$ cat config.mk
export PLATFORM = sky130hd
export DESIGN_NAME = clock_monitor
export DESIGN_NICKNAME = d
export VERILOG_FILES = /design/src/rtl/clk_gen_pkg.sv /design/src/rtl/clk_pattern_rom.sv /design/src/rtl/clock_monitor.sv
export SDC_FILE = /design/constraint.sdc
export NUM_CORES = 1
export LEC_CHECK = 0
export ABC_AREA = 1
export ABC_CLOCK_PERIOD_IN_PS = 3100
export BUFFER_PORTS_ARGS = -buffer_cell sky130_fd_sc_hd__buf_2
export CAP_MARGIN = 20
export CORE_MARGIN = 1
export CORE_UTILIZATION = 40
export CTS_BUF_LIST = sky130_fd_sc_hd__clkbuf_4
export DETAILED_ROUTE_END_ITERATION = 6
export GPL_TIMING_DRIVEN = 0
export PLACE_DENSITY = 0.59
export SYNTH_ARGS = -nofsm -noshare
export SYNTH_HDL_FRONTEND = slang
export SYNTH_HIERARCHICAL = 1
export SYNTH_SLANG_ARGS = --single-unit
$ cat constraint.sdc
create_clock -name in_clk -period 3.1 [get_ports in_clk]
set_input_delay 0.93 -clock in_clk [delete_from_list [all_inputs] [get_ports in_clk]]
set_output_delay 0.93 -clock in_clk [all_outputs]
set_load 0.05 [all_outputs]
$ cat src/rtl/clk_gen_pkg.sv
// Shared definitions for the returned-clock monitor.
// Holds the monitor FSM state encoding, the alignment vector, and both
// expected-pattern tables. Vector bit order is
// {PCLK, nCLKEN, BCLK, CPUCLK, CLK90}, so bit 4 is PCLK and bit 0 is CLK90.
// It also holds the default lock length and the stall timeout.
package clk_gen_pkg;

   typedef enum logic [1:0] {
      SEARCH = 2'd0,
      TRACK  = 2'd1,
      LOCKED = 2'd2
   } mon_state_t;

   // Phase 0 of both patterns; seeing it in SEARCH starts tracking.
   localparam logic [4:0] ALIGN_V = 5'b10101;

   localparam int LOCK_COUNT_DEF = 16;
   localparam int TIMEOUT_DEF    = 16;

   // Index [0] is phase 0 (the last element of each concatenation).
   localparam logic [3:0][4:0] PAT_MODE0 = {5'b00011, 5'b11010, 5'b01100, 5'b10101};
   localparam logic [7:0][4:0] PAT_MODE1 = {5'b00011, 5'b11011, 5'b01010, 5'b10010,
                                            5'b00100, 5'b11100, 5'b01101, 5'b10101};

endpackage

$ cat src/rtl/clk_pattern_rom.sv
// Combinational lookup of the expected returned-clock vector.
// Ports:
//   mode  - 0 = 4-phase pattern (only phase[1:0] is used), 1 = 8-phase pattern
//   phase - phase index of the sample being checked
//   v     - expected {PCLK, nCLKEN, BCLK, CPUCLK, CLK90}
module clk_pattern_rom
   import clk_gen_pkg::*;
(
   input  logic       mode,
   input  logic [2:0] phase,
   output logic [4:0] v
);

   // Select the table row for the requested mode and phase.
   always_comb begin
      v = PAT_MODE0[phase[1:0]];
      if (mode) begin
         v = PAT_MODE1[phase];
      end else begin
         v = PAT_MODE0[phase[1:0]];
      end
   end

endmodule

$ cat src/rtl/clock_monitor.sv
// Monitors the returned clock lines of a clock generator.
// The monitor finds the phase-0 alignment vector, verifies LOCK_COUNT
// consecutive phases against the expected pattern, and then reports lock.
// Once locked, any deviation is counted as a phase error.
// Ports:
//   in_clk      - sole clock, rising edge
//   reset       - synchronous, active-high reset
//   clk_select  - expected pattern: 0 = 4-phase, 1 = 8-phase
//   *_in        - returned clock lines, synchronous to in_clk
//   clear_err   - synchronous clear of err_count (wins over a same-cycle error)
//   locked      - pattern tracked and verified
//   phase_err   - one-cycle pulse per mismatch while locked
//   stalled     - no alignment seen within TIMEOUT search cycles
//   phase_idx   - phase of the sample currently held in the input stage
//   err_count   - saturating count of locked mismatches
// Pipeline: the pins are registered once, then the compare results are
// registered into the outputs, so the pin-to-output latency is 2 cycles.
module clock_monitor
   import clk_gen_pkg::*;
#(
   parameter int LOCK_COUNT = LOCK_COUNT_DEF,
   parameter int TIMEOUT    = TIMEOUT_DEF,
   parameter int ERR_W      = 8
) (
   input  logic             in_clk,
   input  logic             reset,
   input  logic             clk_select,
   input  logic             PCLK_in,
   input  logic             nCLKEN_in,
   input  logic             BCLK_in,
   input  logic             CPUCLK_in,
   input  logic             CLK90_in,
   input  logic             clear_err,
   output logic             locked,
   output logic             phase_err,
   output logic             stalled,
   output logic [2:0]       phase_idx,
   output logic [ERR_W-1:0] err_count
);

   localparam int MATCH_W  = $clog2(LOCK_COUNT + 1);
   localparam int SEARCH_W = $clog2(TIMEOUT + 1);
   localparam logic [MATCH_W-1:0]  MATCH_LAST = MATCH_W'(LOCK_COUNT - 1);
   localparam logic [SEARCH_W-1:0] SEARCH_MAX = SEARCH_W'(TIMEOUT);

   logic [4:0]          v_r;
   logic                sel_r;
   mon_state_t          state_r;
   logic [2:0]          phase_r;
   logic [MATCH_W-1:0]  match_r;
   logic [SEARCH_W-1:0] search_r;
   logic                locked_r;
   logic                phase_err_r;
   logic                stalled_r;
   logic [ERR_W-1:0]    err_count_r;

   mon_state_t          state_next_s;
   logic [2:0]          phase_next_s;
   logic [MATCH_W-1:0]  match_next_s;
   logic [SEARCH_W-1:0] search_next_s;
   logic [ERR_W-1:0]    err_count_next_s;
   logic                stalled_next_s;
   logic                err_pulse_s;
   logic                hit_s;
   logic                sel_chg_s;
   logic [4:0]          exp_v_s;

   function automatic logic [ERR_W-1:0] sat_inc(input logic [ERR_W-1:0] cnt);
      if (cnt == {ERR_W{1'b1}}) begin
         return cnt;
      end else begin
         return cnt + ERR_W'(1);
      end
   endfunction

   clk_pattern_rom u_rom (
      .mode  (sel_r),
      .phase (phase_r),
      .v     (exp_v_s)
   );

   // Next-state, counter and error-pulse logic.
   always_comb begin
      hit_s         = (v_r == exp_v_s);
      sel_chg_s     = (clk_select != sel_r);
      state_next_s  = state_r;
      phase_next_s  = phase_r;
      match_next_s  = match_r;
      search_next_s = '0;
      err_pulse_s   = 1'b0;
      if (sel_chg_s) begin
         // A mode change invalidates any lock; this is not an error.
         state_next_s = SEARCH;
         phase_next_s = 3'd0;
         match_next_s = '0;
      end else begin
         case (state_r)
            SEARCH: begin
               if (v_r == ALIGN_V) begin
                  state_next_s = TRACK;
                  phase_next_s = 3'd1;
                  match_next_s = '0;
               end else if (search_r == SEARCH_MAX) begin
                  search_next_s = search_r;
               end else begin
                  search_next_s = search_r + SEARCH_W'(1);
               end
            end
            TRACK: begin
               // A mismatch on the final count still falls back to SEARCH.
               if (hit_s) begin
                  phase_next_s = phase_r + 3'd1;
                  if (match_r == MATCH_LAST) begin
                     state_next_s = LOCKED;
                  end else begin
                     match_next_s = match_r + MATCH_W'(1);
                  end
               end else begin
                  state_next_s = SEARCH;
                  phase_next_s = 3'd0;
                  match_next_s = '0;
               end
            end
            LOCKED: begin
               if (hit_s) begin
                  phase_next_s = phase_r + 3'd1;
               end else begin
                  state_next_s = SEARCH;
                  phase_next_s = 3'd0;
                  match_next_s = '0;
                  err_pulse_s  = 1'b1;
               end
            end
            default: begin
               state_next_s = SEARCH;
               phase_next_s = 3'd0;
               match_next_s = '0;
            end
         endcase
      end
   end

   // Registered-output values: stall flag and error counter.
   always_comb begin
      stalled_next_s = (state_next_s == SEARCH) && (search_next_s == SEARCH_MAX);
      if (clear_err) begin
         err_count_next_s = '0;
      end else if (err_pulse_s) begin
         err_count_next_s = sat_inc(err_count_r);
      end else begin
         err_count_next_s = err_count_r;
      end
   end

   // Input stage, FSM registers and output stage.
   always_ff @(posedge in_clk) begin
      if (reset) begin
         v_r         <= 5'b00000;
         sel_r       <= 1'b0;
         state_r     <= SEARCH;
         phase_r     <= 3'd0;
         match_r     <= '0;
         search_r    <= '0;
         locked_r    <= 1'b0;
         phase_err_r <= 1'b0;
         stalled_r   <= 1'b0;
         err_count_r <= '0;
      end else begin
         v_r         <= {PCLK_in, nCLKEN_in, BCLK_in, CPUCLK_in, CLK90_in};
         sel_r       <= clk_select;
         state_r     <= state_next_s;
         phase_r     <= phase_next_s;
         match_r     <= match_next_s;
         search_r    <= search_next_s;
         // Follows the current state, so lock is dropped one cycle after the error pulse.
         locked_r    <= (state_r == LOCKED);
         phase_err_r <= err_pulse_s;
         stalled_r   <= stalled_next_s;
         err_count_r <= err_count_next_s;
      end
   end

   assign locked    = locked_r;
   assign phase_err = phase_err_r;
   assign stalled   = stalled_r;
   assign phase_idx = phase_r;
   assign err_count = err_count_r;

endmodule

==> results of run 1 <==
## per-layer routing
metal  GRT usage, %  up-vias  wire, µm
li1               -      864         -
met1           21.1      682      1860
met2           26.9       16      1690
met3           2.95        5        98
met4           7.33        0        50
met5              0        -         0
## per-stage QoR
| step | util (%) | hold WS (ns) |
|---|---|---|
| 4_1_cts | 48.1 | 0.517 |
| 6_report | 48.1 | 0.513 |
| 3_3_place_gp | 46.8 | 0.490 |
| 3_5_place_dp | 46.8 | 0.497 |
| 2_1_floorplan | - | 0.480 |
| 5_1_grt | 48.1 | 0.530 |
## registers in the layout (all words and copies together) (netlist names)
register and cells:
sel_r 1, locked 1, state_r 2, phase_err 1, phase_idx 3, stalled 1
v_r 5, err_count 8, search_r 5, match_r 5
## final cells by class
type,instances,area (µm²)
timing repair buffer,22,110
multi-input combinational,181,1100
clock buffer,7,52.6
clock inverter,1,3.75
inverter,46,175
sequential,32,641
tap,52,65.1
fill,478,2320
buffer,2,7.51
## how the worst max path moves through the flow
stage | startpoint | endpoint | slack [ns]
2_1_floorplan | phase_idx[0] | stalled | 0.73
3_3_place_gp | phase_idx[1] | stalled | 0.85
3_5_place_dp | phase_idx[1] | stalled | 0.84
4_1_cts | phase_idx[1] | stalled | 0.81
5_1_grt | phase_idx[1] | match_r[4] | 0.62
6_report | phase_idx[1] | stalled | 0.84
## power by group through the flow
stage / clock network [mW] / logic, mW / registers [mW]
2_1_floorplan: 0 / 0.0427 / 0.432
3_3_place_gp: 0 / 0.0569 / 0.433
3_5_place_dp: 0 / 0.0574 / 0.433
4_1_cts: 0.263 / 0.0577 / 0.424
5_1_grt: 0.273 / 0.0653 / 0.425
6_report: 0.247 / 0.0568 / 0.423
## cells in the mapped netlist, drive strengths merged
master and number:
ha 12, a31oi 1, clkbuf 2, o21ai 6, nor3 4, xnor2 5, nand3 23, a21oi 11
inv 46, dfxtp 32, or2 2, nand4 8, nand2 63, nor2 38, nand3b 1, xor2 7
## worst max-delay path: cells and delay by family (launching register included)
| kind | cells | cell delay [ns] |
|---|---|---|
| DFF | 1 | 0.46 |
| buffers and inverters | 3 | 0.17 |
| adders and majority gates | 1 | 0.29 |
| and+or+nand+nor | 11 | 1.23 |
## kinds of logic after synthesis
logic type	after synthesis	synth area share [%]
adders and majority gates	12	7.82
xor gates and xnor gates	12	5.86
AOI/OAI and AO/OA	18	5.15
buffers and inverters	48	9.51
DFF	32	33.4
and+or+nand+nor	139	38.3
==> flow_metrics.env, run 1 <==
export IMPL_final_setup_viol_count=0
export IMPL_rr_startpoint="phase_idx[1]"
export IMPL_whs_endpoint="err_count[1]"
export IMPL_viasPerCell=4.57
export IMPL_fin_area_um2=2150
export IMPL_firstDrtPassIters=4
export IMPL_worstPathRequired_ns=3.33
export IMPL_io_buffer_count=22
export IMPL_combPwrFrac_pct=7.8
export IMPL_final_cell_mix="nand2_1, inv_1, nor2_1, dfxtp_1"
export IMPL_cts_root_buf="clkbuf_4"
export IMPL_max_freq_mhz=443
export IMPL_power_mw=0.727
export IMPL_grt_pass1_wl_um=6510
export IMPL_vias=1567
export IMPL_start_util_pct=42.9
export IMPL_ios=23
export IMPL_setup_tns_final_ns=0
export IMPL_drtIter0Drc=42
export IMPL_worstPathCellList="inv_2 > ha_1 > or2_1 > nand2_1 > inv_1 > nand2_1 > nand2_1 > nor2_4 > nand3_4 > nor2_8 > nand2_4 > nand2_2 > inv_2 > nor2_1 > nor2_1"
export IMPL_setup_ws_ns=0.843
export IMPL_cts_buffers=5
export IMPL_clock_skew_ns=0.00854
export IMPL_slowest_delay_ns=0.46
export IMPL_cap_violations=0
export IMPL_syn_nets=282
export IMPL_p_int_mw=0.542
export IMPL_switching_share_pct=25.4
export IMPL_ys_ff_latch=32
export IMPL_yosysTopAreaCell="dfxtp_1"
export IMPL_synth_top_area_share_pct=33.4
export IMPL_dp_hpwl_um=2810
export IMPL_cp_slowest_cell="dfxtp_1"
export IMPL_synthDistinctLibCells=31
export IMPL_timing_hold_worst_start="err_count[1]"
export IMPL_die_h_um=71.3
export IMPL_worstSetupPathType="reg -> reg"
export IMPL_ir_drop_mv=0.194
export IMPL_cts_repair_resized=0
export IMPL_dieArea_um2=5080
export IMPL_area_delta_synth_final_pct=12.1
export IMPL_cts_tree="done"
export IMPL_worstPathArrival_ns=2.48
export IMPL_slew_headroom_pct=64.6
export IMPL_routedWlPerCell_um=10.8
export IMPL_clock_power_share_pct=33.9
export IMPL_netlist_instances=261
export IMPL_core_area_um2=4470
export IMPL_hold_buffers=0
export IMPL_grt_max_degree=11
export IMPL_cts_setup_buffers=0
export IMPL_pre_cts_ws_ns=0.838
export IMPL_worstReg2RegEnd="stalled"
export IMPL_overflow=0
export IMPL_dp_cells=335
export IMPL_hold_violations=0
export IMPL_rows=24
export IMPL_crit_top_cell="nand2_1"
export IMPL_synth_area_leaders="dfxtp_1, nand2_1, ha_1"
export IMPL_syn_cell_area_um2=1920
export IMPL_worst_setup_path_start_kind="flop"
export IMPL_cts_sink_count=32
export IMPL_finalCritPeriodShare_pct=72.8
export IMPL_insertion_delay_ns=0.33
export IMPL_p_sw_mw=0.185
export IMPL_ys_warn_count=6
export IMPL_wirelength_um=3700
export IMPL_antenna_found_initial=0
export IMPL_p_per_area_nw_per_um2=338
export IMPL_drc=0
export IMPL_yosysSeqAreaShare_pct=33.4
export IMPL_grt_pass1_vias=1501
export IMPL_gp_congestion=0.796
export IMPL_grt_usage_pct=16.4
export IMPL_holdCritPathClass="reg -> reg"
export IMPL_clk_pin_slew_worst_paths_ns=0.10
export IMPL_worstRegToRegCells=15
export IMPL_rsz0062_at_grt="false"
export IMPL_cp_max_fo=7
export IMPL_holdPathStages=2
export IMPL_clockBufferDepth=2
export IMPL_final_common_cell="nand2_1"
export IMPL_diodes=0
export IMPL_final_layout_size_suffix_gt1_share_pct=22.7
export IMPL_htreeDepth=2
export IMPL_synth_avg_cell_area_um2=7.36
export IMPL_final_nets=311
export IMPL_endpoint_kind="flop"
export IMPL_finalMaxSlewViolations=0
export IMPL_pwr_share_seq_pct=58.2
export IMPL_fin_cells=343
export IMPL_status="complete, no violations"
export IMPL_period_needed_ns=2.26
export IMPL_tightest_slew_ns=0.530
export IMPL_ant_nets=0
export IMPL_die_w_um=71.3
export IMPL_p_leak_nw=1.05
export IMPL_reg2reg_slack_ns=0.84
export IMPL_post_dp_cell_area_um2=2100
Note: power is estimated with default switching activity, not from simulation.
==> run 2, diff against run 1 <==
ABC_AREA = 0   (was 1)
ABC_CLOCK_PERIOD_IN_PS = 1900   (was 3100)
PLACE_DENSITY = 0.62   (was 0.59)
clock period = 1.9 ns   (was 3.1 ns; I/O delays follow)
==> run 2 against run 1 <==
Worst setup slack lost 1.0 ns. The flow now finishes with violations (setup timing). Area after synthesis down 7.6%. Cell count is 12% lower. First-iteration DRC count up 2.4%. Combinational power is 63% higher. Maximum frequency up 7.9%. Via count is 3.2% higher. Sequential power rose by 63%. Routed wire length is 4.5% higher. Non-clock buffer count grew 17. Critical path depth is 7 lower. Clock skew shrank 0.00090 ns.
==> flow_metrics.env, run 2 <==
export IMPL_violations="setup timing"
export IMPL_setup_ws_ns=-0.191
export IMPL_final_util_pct=55.5
export IMPL_clk_pin_slew_worst_paths_ns=0.10
export IMPL_netlist_instances=208
export IMPL_yosysMostFrequentCell="dfxtp_1"
export IMPL_synthDistinctLibCells=49
export IMPL_slew_headroom_pct=66.8
export IMPL_drtIter0Drc=43
export IMPL_hold_violations=0
export IMPL_final_layout_size_suffix_gt1_share_pct=30.3
export IMPL_die_h_um=68.6
export IMPL_syn_nets=229
export IMPL_async_flop_share_pct=0
export IMPL_cts_root_buf="clkbuf_4"
export IMPL_synth_commonest_cells="dfxtp_1, nand2_1, nor2_1"
export IMPL_finalMaxSlewViolations=0
export IMPL_worst_setup_path_start_kind="flop"
export IMPL_worstPathArrival_ns=2.33
export IMPL_status="finished with violations"
export IMPL_diodes=0
export IMPL_tightest_slew_ns=0.497
export IMPL_yosysSeqAreaShare_pct=36.1
export IMPL_endpoint_kind="flop"
export IMPL_final_common_cell="dfxtp_1"
export IMPL_cts_tree="done"
export IMPL_vias=1617
export IMPL_drc=0
export IMPL_holdCritPathClass="in -> reg"
export IMPL_ios=23
export IMPL_n_fill_cell=374
export IMPL_area_delta_synth_final_pct=28.7
export IMPL_dp_hpwl_um=2720
export IMPL_ys_ff_latch=32
export IMPL_antenna_found_initial=0
export IMPL_synth_avg_cell_area_um2=8.53
export IMPL_wirelength_um=3860
export IMPL_ant_nets=0
export IMPL_final_nets=272
export IMPL_rsz0062_at_grt="true"
export IMPL_grt_pass1_wl_um=6200
export IMPL_ys_warn_count=6
export IMPL_cts_buffers=5
export IMPL_syn_cell_area_um2=1770
export IMPL_worstSetupPathType="reg -> reg"
export IMPL_die_w_um=68.6
export IMPL_finalCritPeriodShare_pct=110
export IMPL_final_cell_mix="dfxtp_1, buf_2, nand2_1"
export IMPL_firstDrtPassIters=4
export IMPL_overflow=0
export IMPL_clockBufferDepth=2
export IMPL_final_setup_viol_count=15
export IMPL_grt_usage_pct=18.2
export IMPL_routedWlPerCell_um=12.8
export IMPL_grt_pass1_vias=1447
export IMPL_clock_skew_ns=0.00764
export IMPL_viasPerCell=5.37
export IMPL_hold_buffers=0
export IMPL_synth_area_leaders="dfxtp_1, ha_1, nand2_1"
export IMPL_cp_max_fo=5
export IMPL_grt_max_degree=11
export IMPL_rows=23
export IMPL_largest_reg_flops=8
export IMPL_gp_congestion=0.817
export IMPL_insertion_delay_ns=0.34
export IMPL_period_needed_ns=2.09
export IMPL_p_per_area_nw_per_um2=497
export IMPL_synth_main_ff_cell="dfxtp_1"
export IMPL_io_buffer_count=22
export IMPL_p_leak_nw=0.935
export IMPL_fin_area_um2=2280
export IMPL_ir_drop_mv=0.305
export IMPL_post_dp_cell_area_um2=1980
export IMPL_htreeDepth=2
export IMPL_worstPathRequired_ns=2.14
export IMPL_synth_top_area_share_pct=36.1
export IMPL_dieArea_um2=4710
export IMPL_max_freq_mhz=478
export IMPL_start_util_pct=43.1
export IMPL_cap_violations=0
export IMPL_cts_sink_count=32
export IMPL_core_area_um2=4120
export IMPL_synth_edf_count=0
export IMPL_power_mw=1.13
export IMPL_yosysTopAreaCell="dfxtp_1"
export IMPL_pre_cts_ws_ns=-0.390
[run 2: logic make-up (layout without fill, tap and decap cells)]
kind of cell	after synthesis	in the layout	share of synthesized area [%]
muxes	2	2	1.13
xor gates and xnor gates	14	14	6.91
buffers and inverters	15	58	3.60
and+or+nand+nor	87	87	25.9
DFF	32	32	36.1
AOI/OAI and AO/OA	46	46	17.9
adders and majority gates	12	12	8.46
[run 2: worst paths after layout]
| kind | from | end | slack, ns | cells after the start |
|---|---|---|---|---|
| setup / recovery | phase_idx[1] | stalled | -0.19 | 8 |
| hold / removal | BCLK_in | v_r[2] | 0.44 | 2 |
| setup reg to reg | phase_idx[1] | stalled | -0.19 | 8 |
| hold reg to reg | match_r[4] | match_r[4] | 0.49 | 2 |
[run 2: final cells by class]
type	count	area [µm²]	area share, %
plain buffers	4	22.5	0.986
clock buffers	5	37.5	1.64
clock inverters	2	7.51	0.329
inverters	10	42.5	1.86
multi-input cells	161	1210	53.1
flip-flops and latches	32	649	28.4
well taps	50	62.6	2.74
repair buffers	37	249	10.9
[run 2: where the power goes]
part,total (mW),internal [mW],switching (mW)
Combinational,0.0927,0.0379,0.0548
Clock,0.352,0.129,0.223
Sequential,0.689,0.678,0.0118
Total,1.13,0.844,0.289
[run 2: repair_timing]
action | CTS | global route
setup buffers | 11 | 4
setup endpoints to repair | 16 | 19
pin swaps | 14 | 7
gates resized for setup | 14 | 19
[run 2: worst max-delay path, stage by stage (launching register included)]
cell       delay (ns)
dfxtp_4          0.39
inv_4            0.04
ha_4             0.21
mux2i_1          0.15
xor2_1           0.26
nor2_4           0.10
a32o_1           0.24
a211o_1          0.31
a2111oi_4        0.30
[run 2: stage by stage]
step                hold WS, ns  TNS [ns]  cells
floorplan                 0.441    -0.697    208
global placement          0.453     -2.29    280
detailed placement        0.468     -2.62    280
CTS                       0.425     -1.68    298
global route              0.426     -3.67    301
finish                    0.442     -1.90    301
[run 2: layer usage]
layer  GRT usage, %  vias to the layer above  routed length, µm
li1               -                      824                  -
met1           21.4                      763               1770
met2           30.9                       24               1890
met3           5.43                        6                135
met4           7.03                        0                 64
met5              0                        -                  0
==> run 3, diff against run 2 <==
CORE_ASPECT_RATIO = 1.5   (was not set)
==> run 3 against run 2 <==
The run still ends with setup timing left. Clock skew increased by 0.0046 ns. Worst setup slack better by 0.0071 ns. Maximum frequency grew 0.34%. Flip-flop and latch count stayed put. Critical path type unchanged. Largest power group unchanged.
==> flow_metrics.env, run 3 (synthesis gave the netlist of run 2 again) <==
export IMPL_worstSetupPathType="reg -> reg"
export IMPL_dp_hpwl_um=2790
export IMPL_worstPathRequired_ns=2.14
export IMPL_clock_skew_ns=0.0122
export IMPL_cts_sink_count=32
export IMPL_clock_power_share_pct=40.7
export IMPL_combPwrFrac_pct=6.8
export IMPL_ir_drop_mv=0.639
export IMPL_io_buffer_count=22
export IMPL_drtIter0Drc=53
export IMPL_die_w_um=56.4
export IMPL_dp_cells=276
export IMPL_power_mw=1.31
export IMPL_dieArea_um2=4710
export IMPL_slew_headroom_pct=68.7
export IMPL_max_freq_mhz=480
export IMPL_finalCritPeriodShare_pct=110
export IMPL_area_delta_synth_final_pct=26.1
export IMPL_endpoint_kind="flop"
export IMPL_wirelength_um=3910
export IMPL_ios=23
export IMPL_violations="setup timing"
export IMPL_cts_root_buf="clkbuf_4"
export IMPL_status="finished with violations"
export IMPL_drc=0
export IMPL_antenna_found_initial=0
export IMPL_holdCritPathClass="in -> reg"
export IMPL_clk_pin_slew_worst_paths_ns=0.10
export IMPL_viasPerCell=5.43
export IMPL_final_cell_mix="dfxtp_1, buf_2, nand2_1"
export IMPL_switching_share_pct=23.4
export IMPL_ant_nets=0
export IMPL_firstDrtPassIters=4
export IMPL_tightest_slew_ns=0.470
export IMPL_p_sw_mw=0.307
export IMPL_pwr_share_seq_pct=52.6
export IMPL_cp_slowest_cell="dfxtp_4"
export IMPL_start_util_pct=41.8
export IMPL_final_nets=269
export IMPL_hold_buffers=0
export IMPL_hold_ws_ns=0.434
export IMPL_rsz0062_at_grt="true"
export IMPL_setup_ws_ns=-0.184
export IMPL_rows=29
export IMPL_htreeDepth=2
export IMPL_grt_usage_pct=17.7
export IMPL_hold_violations=0
export IMPL_worstPathArrival_ns=2.32
export IMPL_finalMaxSlewViolations=0
export IMPL_cp_max_fo=6
export IMPL_grt_max_degree=11
export IMPL_insertion_delay_ns=0.34
export IMPL_gp_congestion=0.835
export IMPL_worstPathCellList="inv_4 > ha_4 > mux2i_1 > xor2_1 > nor2_4 > a32o_1 > a211o_1 > a2111oi_4"
export IMPL_cts_tree="done"
export IMPL_grt_pass1_wl_um=6600
export IMPL_vias=1601
export IMPL_largest_reg_flops=8
export IMPL_p_leak_nw=0.936
export IMPL_p_int_mw=1.00
export IMPL_fin_cells=295
export IMPL_cts_buffers=5
export IMPL_worst_setup_path_start_kind="flop"
export IMPL_overflow=0
export IMPL_die_h_um=83.6
export IMPL_final_layout_size_suffix_gt1_share_pct=30.1
export IMPL_final_setup_viol_count=10
export IMPL_slowest_delay_ns=0.39
export IMPL_diodes=0
export IMPL_final_common_cell="dfxtp_1"
export IMPL_routedWlPerCell_um=13.3
export IMPL_clockBufferDepth=2
export IMPL_core_area_um2=4250
export IMPL_period_needed_ns=2.08
export IMPL_cap_violations=0
export IMPL_grt_pass1_vias=1525
export IMPL_p_per_area_nw_per_um2=586
export IMPL_n_fill_cell=409
==> run 3: cell types whose count changed in the layout (fill, tap and decap cells not counted), sizes merged <==
| cell | change |
|---|---|
| clkinv | -1 |
| buf | -2 |
| bufinv | +1 |
==> run 3: power groups by stage <==
stage	Clock (mW)	Combinational (mW)	Sequential (mW)
3_3_place_gp	0	0.0778	0.703
3_5_place_dp	0	0.0779	0.703
6_report	0.533	0.0887	0.689
2_1_floorplan	0	0.0529	0.702
5_1_grt	0.569	0.0989	0.691
4_1_cts	0.546	0.0841	0.689
==> run 3: through the flow <==
stage / setup TNS [ns] / setup slack (ns) / util [%] / area, µm²
final: -1.23 / -0.184 / 52.7 / 2240
after global routing: -3.08 / -0.327 / 52.7 / 2240
after CTS: -2.18 / -0.213 / 50.5 / 2150
after detailed placement: -2.65 / -0.356 / 46.4 / 1970
after global placement: -2.51 / -0.363 / 46.4 / 1970
after floorplan: -0.697 / -0.202 / - / 1800
==> run 3: final timing paths <==
path                                    from           end  slack [ns]  cells after the start
worst max-delay path            phase_idx[1]       stalled       -0.18                      8
worst min-delay path                 BCLK_in        v_r[2]        0.43                      2
worst max register to register  phase_idx[1]       stalled       -0.18                      8
worst min register to register  err_count[1]  err_count[1]        0.48                      2
==> run 3: layout make-up <==
cell class,instances,area (µm²),area share (%)
buffer,3,12.5,0.559
clock inverter,2,35.0,1.57
clock buffer,6,45.0,2.01
inverter,10,42.5,1.90
multi-input combinational,161,1170,52.5
timing repair buffer,35,219,9.79
sequential,32,651,29.1
tap,46,57.6,2.57
==> run 3: routing by layer <==
metal	global-route usage (%)	up-vias	wire, µm
met2	32.7	29	2130
met4	7.76	0	68
met3	3.41	7	107
met5	0	-	0
li1	-	816	-
met1	19.0	749	1610
==> run 3: worst max-delay path, delay by kind of cell (launching register included) <==
family	cells	cell delay, ns
AOI/OAI and AO/OA	3	0.86
DFF	1	0.39
xor gates and xnor gates	1	0.24
adders and majority gates	1	0.20
muxes	1	0.15
and+or+nand+nor	1	0.10
buffers and inverters	1	0.05
==> run 3: timing repair <==
item | in CTS | in global routing
buffers inserted | 6 | 7
pin swaps | 15 | 9
setup endpoints to repair | 16 | 20
resized for setup | 10 | 14
